$ cat config.mk
export PLATFORM = sky130hd
export DESIGN_NAME = load_store_unit
export DESIGN_NICKNAME = d
export VERILOG_FILES = /design/src/rtl/riscv_pkg.sv /design/src/rtl/lsu_align.sv /design/src/rtl/load_store_unit.sv
export SDC_FILE = /design/constraint.sdc
export NUM_CORES = 1
export LEC_CHECK = 0
export ABC_CLOCK_PERIOD_IN_PS = 2800
export CORE_MARGIN = 2
export CORE_UTILIZATION = 40
export CTS_BUF_LIST = sky130_fd_sc_hd__clkbuf_2 sky130_fd_sc_hd__clkbuf_4 sky130_fd_sc_hd__clkbuf_8
export DETAILED_ROUTE_END_ITERATION = 10
export GPL_ROUTABILITY_DRIVEN = 0
export HOLD_SLACK_MARGIN = 0.03
export PLACE_DENSITY = 0.88
export RECOVER_POWER = 50
export SYNTH_ARGS = -nofsm -noshare
export SYNTH_HDL_FRONTEND = slang
export SYNTH_SLANG_ARGS = --single-unit
$ cat constraint.sdc
create_clock -name clk -period 2.8 [get_ports clk]
set_input_delay 0.42 -clock clk [delete_from_list [all_inputs] [get_ports clk]]
set_output_delay 0.42 -clock clk [all_outputs]
set_load 0.02 [all_outputs]
$ cat src/rtl/riscv_pkg.sv
// -----------------------------------------------------------------------------
// riscv_pkg
// Shared definitions for the load/store path: datapath width, RV32I load/store
// funct3 encodings and the load/store unit FSM state type.
// No ports (package).
// -----------------------------------------------------------------------------
package riscv_pkg;

    localparam int XLEN = 32;

    localparam logic [2:0] F3_B  = 3'b000;
    localparam logic [2:0] F3_H  = 3'b001;
    localparam logic [2:0] F3_W  = 3'b010;
    localparam logic [2:0] F3_BU = 3'b100;
    localparam logic [2:0] F3_HU = 3'b101;

    typedef enum logic [1:0] {
        ST_IDLE = 2'd0,
        ST_REQ  = 2'd1,
        ST_RESP = 2'd2,
        ST_WB   = 2'd3
    } lsu_state_t;

endpackage

$ cat src/rtl/lsu_align.sv
// -----------------------------------------------------------------------------
// lsu_align
// Purely combinational lane logic for the load/store unit: byte-enable
// generation, store-data lane replication, load lane steering with sign/zero
// extension, and detection of requests that must not reach the bus.
// With LSU_MISALIGN_TRAP_EN defined, misaligned halfword/word accesses are
// also flagged for skipping; otherwise the offending low address bits are
// simply ignored by the lane logic.
// Ports:
//   i_store    1 = store, 0 = load
//   i_funct3   RV32I width/sign encoding
//   i_addr_lo  byte offset within the word (addr[1:0])
//   i_wdata    store data (rs2)
//   i_rdata    raw read data from the bus
//   o_be       byte enables
//   o_wdata    lane-replicated store data
//   o_ldata    steered and extended load data
//   o_skip     request must complete without a bus access
// -----------------------------------------------------------------------------
module lsu_align
    import riscv_pkg::*;
(
    input  logic            i_store,
    input  logic [2:0]      i_funct3,
    input  logic [1:0]      i_addr_lo,
    input  logic [XLEN-1:0] i_wdata,
    input  logic [XLEN-1:0] i_rdata,
    output logic [3:0]      o_be,
    output logic [XLEN-1:0] o_wdata,
    output logic [XLEN-1:0] o_ldata,
    output logic            o_skip
);

    logic [7:0]  w_byte;
    logic [15:0] w_half;
    logic        w_illegal;

    always_comb begin
        w_byte = i_rdata[{i_addr_lo, 3'b000} +: 8];
        w_half = i_addr_lo[1] ? i_rdata[31:16] : i_rdata[15:0];

        case (i_funct3)
            F3_B:    o_ldata = {{24{w_byte[7]}}, w_byte};
            F3_BU:   o_ldata = {24'd0, w_byte};
            F3_H:    o_ldata = {{16{w_half[15]}}, w_half};
            F3_HU:   o_ldata = {16'd0, w_half};
            default: o_ldata = i_rdata;
        endcase

        // funct3[1:0] carries the access size for both loads and stores
        case (i_funct3[1:0])
            2'b00: begin
                o_be    = 4'b0001 << i_addr_lo;
                o_wdata = {4{i_wdata[7:0]}};
            end
            2'b01: begin
                o_be    = i_addr_lo[1] ? 4'b1100 : 4'b0011;
                o_wdata = {2{i_wdata[15:0]}};
            end
            default: begin
                o_be    = 4'b1111;
                o_wdata = i_wdata;
            end
        endcase

        w_illegal = i_store ? (i_funct3 > F3_W)
                            : ((i_funct3 == 3'b011) || (i_funct3[2:1] == 2'b11));
    end

`ifdef LSU_MISALIGN_TRAP_EN
    logic w_misaligned;
    assign w_misaligned = ((i_funct3[1:0] == 2'b01) && i_addr_lo[0]) ||
                          ((i_funct3[1:0] == 2'b10) && (i_addr_lo != 2'b00));
    assign o_skip = w_illegal || w_misaligned;
`else
    assign o_skip = w_illegal;
`endif

endmodule

$ cat src/rtl/load_store_unit.sv
// -----------------------------------------------------------------------------
// load_store_unit
// Single-outstanding RV32I load/store unit. Accepts one request per handshake,
// issues a word-aligned bus transaction with byte enables, waits for the read
// response on loads and presents a one-cycle register write-back.
// Optional feature macro: LSU_MISALIGN_TRAP_EN (adds fault/fault_addr and
// traps misaligned accesses instead of issuing them).
// Ports:
//   clk, rst                 clock, synchronous active-high reset
//   req_valid/req_ready      request handshake (ready only when idle)
//   req_store, req_funct3    access type and width/sign encoding
//   req_addr, req_wdata      byte address and store data
//   req_rd                   load destination register
//   mem_valid/mem_ready      bus request handshake
//   mem_we, mem_be           bus write strobe and byte enables
//   mem_addr, mem_wdata      word address and lane-replicated store data
//   mem_rvalid, mem_rdata    bus read response
//   wb_we, wb_rd, wb_data    register-file write-back
//   busy                     high whenever not idle
//   fault, fault_addr        trap pulse and offending address (macro only)
// -----------------------------------------------------------------------------
module load_store_unit #(
    parameter int XLEN = 32,
    parameter int RA_W = 5
) (
    input  logic            clk,
    input  logic            rst,
    input  logic            req_valid,
    output logic            req_ready,
    input  logic            req_store,
    input  logic [2:0]      req_funct3,
    input  logic [XLEN-1:0] req_addr,
    input  logic [XLEN-1:0] req_wdata,
    input  logic [RA_W-1:0] req_rd,
    output logic            mem_valid,
    input  logic            mem_ready,
    output logic            mem_we,
    output logic [3:0]      mem_be,
    output logic [XLEN-1:0] mem_addr,
    output logic [XLEN-1:0] mem_wdata,
    input  logic            mem_rvalid,
    input  logic [XLEN-1:0] mem_rdata,
    output logic            wb_we,
    output logic [RA_W-1:0] wb_rd,
    output logic [XLEN-1:0] wb_data,
    output logic            busy
`ifdef LSU_MISALIGN_TRAP_EN
    ,
    output logic            fault,
    output logic [XLEN-1:0] fault_addr
`endif
);

    import riscv_pkg::*;

    lsu_state_t      r_state;
    lsu_state_t      w_next;

    logic            r_store;
    logic [2:0]      r_funct3;
    logic [XLEN-1:0] r_addr;
    logic [XLEN-1:0] r_wdata;
    logic [RA_W-1:0] r_rd;
    logic [XLEN-1:0] r_wb_data;

    logic [3:0]      w_be;
    logic [XLEN-1:0] w_wdata_rep;
    logic [XLEN-1:0] w_ldata;
    logic            w_skip;
    logic            w_issue;

    // Lane logic works on the latched request, so the bus and write-back
    // outputs depend only on registers, never directly on req_*.
    lsu_align u_align (
        .i_store   (r_store),
        .i_funct3  (r_funct3),
        .i_addr_lo (r_addr[1:0]),
        .i_wdata   (r_wdata),
        .i_rdata   (mem_rdata),
        .o_be      (w_be),
        .o_wdata   (w_wdata_rep),
        .o_ldata   (w_ldata),
        .o_skip    (w_skip)
    );

    always_ff @(posedge clk) begin
        if (rst) r_state <= ST_IDLE;
        else     r_state <= w_next;
    end

    // Request and load-result registers; reset so every output has a known
    // value straight out of reset.
    always_ff @(posedge clk) begin
        if (rst) begin
            r_store   <= 1'b0;
            r_funct3  <= 3'd0;
            r_addr    <= '0;
            r_wdata   <= '0;
            r_rd      <= '0;
            r_wb_data <= '0;
        end else begin
            if ((r_state == ST_IDLE) && req_valid) begin
                r_store  <= req_store;
                r_funct3 <= req_funct3;
                r_addr   <= req_addr;
                r_wdata  <= req_wdata;
                r_rd     <= req_rd;
            end
            if ((r_state == ST_RESP) && mem_rvalid) r_wb_data <= w_ldata;
        end
    end

    always_comb begin
        w_next = r_state;
        case (r_state)
            ST_IDLE: if (req_valid) w_next = ST_REQ;
            ST_REQ: begin
                // Skipped requests spend exactly this one cycle in REQ.
                // mem_rvalid is not looked at here, so a response in the
                // handshake cycle is ignored.
                if (w_skip)         w_next = ST_IDLE;
                else if (mem_ready) w_next = r_store ? ST_IDLE : ST_RESP;
            end
            ST_RESP: if (mem_rvalid) w_next = ST_WB;
            ST_WB:   w_next = ST_IDLE;
            default: w_next = ST_IDLE;
        endcase
    end

    always_comb begin
        w_issue   = (r_state == ST_REQ) && !w_skip;
        req_ready = (r_state == ST_IDLE);
        busy      = (r_state != ST_IDLE);
        mem_valid = w_issue;
        mem_we    = w_issue && r_store;
        mem_be    = w_issue ? w_be : 4'd0;
        // x0 is never written, but the WB cycle still happens
        wb_we     = (r_state == ST_WB) && (r_rd != '0);
    end

    assign mem_addr  = {r_addr[XLEN-1:2], 2'b00};
    assign mem_wdata = w_wdata_rep;
    assign wb_rd     = r_rd;
    assign wb_data   = r_wb_data;

`ifdef LSU_MISALIGN_TRAP_EN
    assign fault      = (r_state == ST_REQ) && w_skip;
    assign fault_addr = r_addr;
`endif

endmodule

# Word-level counts from Yosys, hierarchy flattened
# Index checks and enable logic that the tools add are counted.
# totals
input_bits,110
ff_bits,107
wordCells,48
# op_classes
n_eq_ne,12
mux,13
shift,2
n_reduce_logical,13
order_cmp,1
# op_table
op,n
32-bit case mux with 4 select lines,1
32-bit case mux with 2 select lines,1
32-bit by 6-bit variable part select with 8-bit output,1
16-bit 2-to-1 mux,1
2-bit 2-to-1 mux,5
4-bit 2-to-1 mux,2
2-bit case mux with 4 select lines,1
4-bit case mux with 2 select lines,1
2-bit == test (second input constant),3
3-bit == test (second input constant),2
1-bit logical AND,5
5-bit nonzero test,1
2-bit by 1-bit == test with 1-bit output (second input constant),2
2-bit logical NOT,2
2-bit != test (second input constant),2
1-bit by 2-bit left shift with 4-bit output (first input constant),1
3-bit by 1-bit == test with 1-bit output (second input constant),1
3-bit by 2-bit == test with 1-bit output (second input constant),1
3-bit by 2-bit > comparator with 1-bit output (second input constant),1
3-bit logical NOT,1
3-bit != test (second input constant),1
3-bit AND reduction,1
2-bit nonzero test,1
1-bit logical NOT,1
other kinds (2),2

# Logic depth before layout (Yosys ltp)
# Gate-level depths: netlist (run 1).
# depth
depth_word,6
ltp_mapped,6
depth_no_buf,4

# Modules after synthesis
# A second synthesis (run 1) with hierarchy kept.
# hier_totals
cells_unflattened,671
hier_area_um2,5246.3
# by_module_without_submodules
mod,area_per_inst_um2,seq_area_each_um2,cells_each,instances
load_store_unit,4116.4,2142.1,513,1
lsu_align,1129.8,0.0,158,1

# Least setup slack after synthesis (run 1)
# OpenSTA, ideal clock, no wires.
# synth_timing
path_kind,register -> output
start,reg r_funct3[1]
end,out mem_be[3]
path_slack_ns,0.928
arrival_time_ns,1.452
stages_incl_launch_ff,5
cell_sequence,dfxtp_1 buf_2 buf_1 nor3_1 nor3_1
# synth_between
elab_chain_cells,6
elab_cells_between_ends,11
# synth_rtl
item,line,text
from (decl),load_store_unit.sv:60,logic [2:0] r_funct3;
from (signal assigned),load_store_unit.sv:104,r_funct3 <= req_funct3;
"parallel branches: the longest is 5 deep, another holds 3-bit by 2-bit > comparator with 1-bit output",--,
4-bit 2-to-1 mux *,load_store_unit.sv:136,mem_be = w_issue ? w_be : 4'd0;
to (decl),load_store_unit.sv:38,"output logic [3:0] mem_be,"
# Every way passes the cells marked *.

# Worst setup path in the final report (run 1)
# layout_timing
start,reg r_state[0]
end,out mem_be[1]
# layout_between
elab_chain_cells,3
# layout_rtl
item,line,text
from (decl),load_store_unit.sv:56,lsu_state_t r_state;
from (signal assigned),load_store_unit.sv:88,else r_state <= w_next;
2-bit by 1-bit == test with 1-bit output,load_store_unit.sv:131,w_issue = (r_state == ST_REQ) && !w_skip;
1-bit logical AND,load_store_unit.sv:131,
4-bit 2-to-1 mux,load_store_unit.sv:136,
# Every way passes these cells.

==> out/metrics.cfg, run 1 <==
[grt]
grt.overflow.total=0
grt_pass1_wl_um=23200
first_global_vias=4567
grt_usage_pct=21.92
antenna_found_initial=1
grt_max_degree=74

[sta]
final.setup.tns_ns=0
finalSetupViolations=0
hold_viol=0
max_slew.worst_pin.slew_ns=1.436
setup_ws_ns=0.1586
slew_viol_final=0
rsz0062_at_grt=no
min_period_ns=2.641
fin_crit_sh_pct=94.33
clock.fmax_ghz=0.3786
fin_worst_skew_ns=0.01116
slew_headroom_pct=4.259

[route]
vias=5013
wl_um=15310
dr.pass1.iters=5
wl_per_cell_um=15.64
viasPerCell=5.121
antenna_left=0
drt_iter0_markers=333
drc=0

[power_and_ir_drop]
leakage_uw=0.002802
ir_worst_vdd_mv=0.3151
power_per_cell_area_mw_per_mm2=483.5

[synth]
syn_avg_cell_area_um2=7.808
synth_top_cell_area_share_pct=42.33
synth-edff-count=0
synth_cells=648
ys_ff_latch=107
synthArstFlopShare_pct=0
synth.most_common_cell=nand2_1
synth_common_cells=190 x nand2_1, 107 x dfxtp_1, 95 x a21oi_1, 41 x buf_4, 33 x o21ai_0
synth_warnings=0
synth_cell_types=44
ys.flop_type=dfxtp_1
syn_area_mm2=0.005060
yosysTopAreaCell=dfxtp_1
ys_seq_area_share_pct=42.33
synth_area_leaders=dfxtp_1 42%, nand2_1 14%, a21oi_1 9.4%

[placement]
dp.cells=963
dp_hpwl_um=11010
dpl_worst_slack_ns=0.5601
portBuffers=217

[hold_path]
hp-class=reg -> reg

[clocking]
post_cts_buffers=0
cts-root-buf=clkbuf_8
cts_htree_levels=3
cts_buffers=9
ctsHoldBuffers=0
clkSlewWorstSetupHoldPaths_ns=0.10
cts.sinks=107
clk_latency_ns=0.39
cts_tree=yes
cts_buffer_depth=2
cts_resized=0

[worst_setup_path]
cp_cell_sequence=nor2b_1, o21ai_1, nor3_1, clkdlybuf4s50_1
critPathRequiredTime_ns=2.38
worstPathArrival_ns=2.22
critPathBufInv=1
cp-end-kind=output port
cpPeakStageDelay_ns=0.67
cpLargestDelayFamily=buffers and inverters
slowest_stage=clkdlybuf4s50_1
setup.worst_path.class=reg -> out
critPathMaxFanout=7
cp-start-kind=register

[job]
cap_violations=0

[final_layout]
antenna_cells=0
drive_gt1_share_pct=8.550
final_cell_count_no_fill=979
nets=912
syn2layout_area_growth_pct=42.04

[die]
die_y_um=116.5
die-area_mm2=0.01357
rows=41
start_util_pct=40.59
io_pins=220
core_area_mm2=0.01247
die_x_um=116.5

[status]
run_status=completed

==> per-layer routing <==
metal	GRT usage, %	vias up	share of wire, %
li1	-	2455	-
met1	27.32	2293	41
met2	35.04	232	47
met3	6.331	31	9.1
met4	10.32	2	2.8
met5	0	-	0.085
==> state kept, by name, summed over array words and instances (netlist names), named ones only <==
register and count:
r_addr 32, r_funct3 3, r_state 1, r_store 1, r_wdata 32, wb_data 32
wb_rd 5
==> layout by cell type (no fill, tap or decap), types with 3 or more instances in the layout <==
| master | synthesis | layout |
|---|---|---|
| o21ai_0 | 33 | 33 |
| a2111oi_1 | 3 | 3 |
| nor2_1 | 19 | 19 |
| clkbuf_8 | 0 | 10 |
| nor3_1 | 8 | 8 |
| mux2_2 | 19 | 19 |
| a221o_1 | 6 | 6 |
| a32o_1 | 5 | 5 |
| o22ai_1 | 6 | 6 |
| mux2i_1 | 11 | 11 |
| buf_4 | 41 | 10 |
| a21oi_1 | 95 | 95 |
| a21oi_2 | 12 | 12 |
| nand2_1 | 190 | 189 |
| dlygate4sd3_1 | 0 | 65 |
| nand3_1 | 4 | 4 |
| inv_1 | 11 | 11 |
| clkdlybuf4s50_1 | 0 | 151 |
| dfxtp_1 | 107 | 106 |
| nor2b_1 | 5 | 5 |
==> where the power goes <==
part | leakage (uW) | switching [uW] | internal (uW)
Combinational | 0.00183 | 471 | 425
Clock | 0.0000932 | 537 | 368
Sequential | 0.000875 | 61.1 | 1610
==> cell families after synthesis <==
group / synth area share, %
simple gates: 18.89
flops: 42.33
mux: 6.405
buf+inv: 11.23
other cells: 0.07411
compound gates: 21.07
==> worst paths after layout <==
kind               from    endpoint  slack (ns)  cells after the start
min          r_addr[28]  r_addr[28]        0.45                      2
min reg2reg  r_addr[28]  r_addr[28]        0.45                      2
max          r_state[0]   mem_be[1]        0.16                      4
max reg2reg    register  r_wdata[3]        0.21                      5
==> tightest hold or removal path, stage by stage (launching register included) <==
cell	delay [ns]
dfxtp_1	0.32
nand2_1	0.05
a21oi_1	0.05
==> area by class of cell <==
| class | count | area, um^2 |
|---|---|---|
| multi-input cells | 444 | 2357 |
| repair buffers | 229 | 2251 |
| well taps | 172 | 215.2 |
| clock inverters | 4 | 26.28 |
| fillers | 1133 | 5279 |
| flip-flops and latches | 107 | 2143 |
| inverters | 11 | 41.29 |
| clock buffers | 12 | 152.6 |
==> through the flow <==
stage                     total power [uW]  instance area, um^2  utilization, %  hold WS (ns)
after detailed placement              2627                 7027           56.37        0.4470
after CTS                             3525                 7206           57.80        0.4601
after global placement                2614                 7027           56.37        0.4390
final                                 3475                 7187           57.65        0.4536
after global routing                  3639                 7187           57.65        0.4729
after floorplan                       2226                 5064               -        0.4329
No activity file was read; power rests on OpenSTA's default activity.
==> inputs of run 2 (changes only) <==
--- a/config.mk
+++ b/config.mk
@@ -9,6 +9,7 @@
 export CORE_MARGIN = 2
 export CORE_UTILIZATION = 40
 export CTS_BUF_LIST = sky130_fd_sc_hd__clkbuf_2 sky130_fd_sc_hd__clkbuf_4 sky130_fd_sc_hd__clkbuf_8
+export CTS_CLUSTER_SIZE = 20
 export DETAILED_ROUTE_END_ITERATION = 10
 export GPL_ROUTABILITY_DRIVEN = 0
 export HOLD_SLACK_MARGIN = 0.03
==> results of run 2 <==
Same layout as run 1: the final DEF is identical, and so are final timing and power.
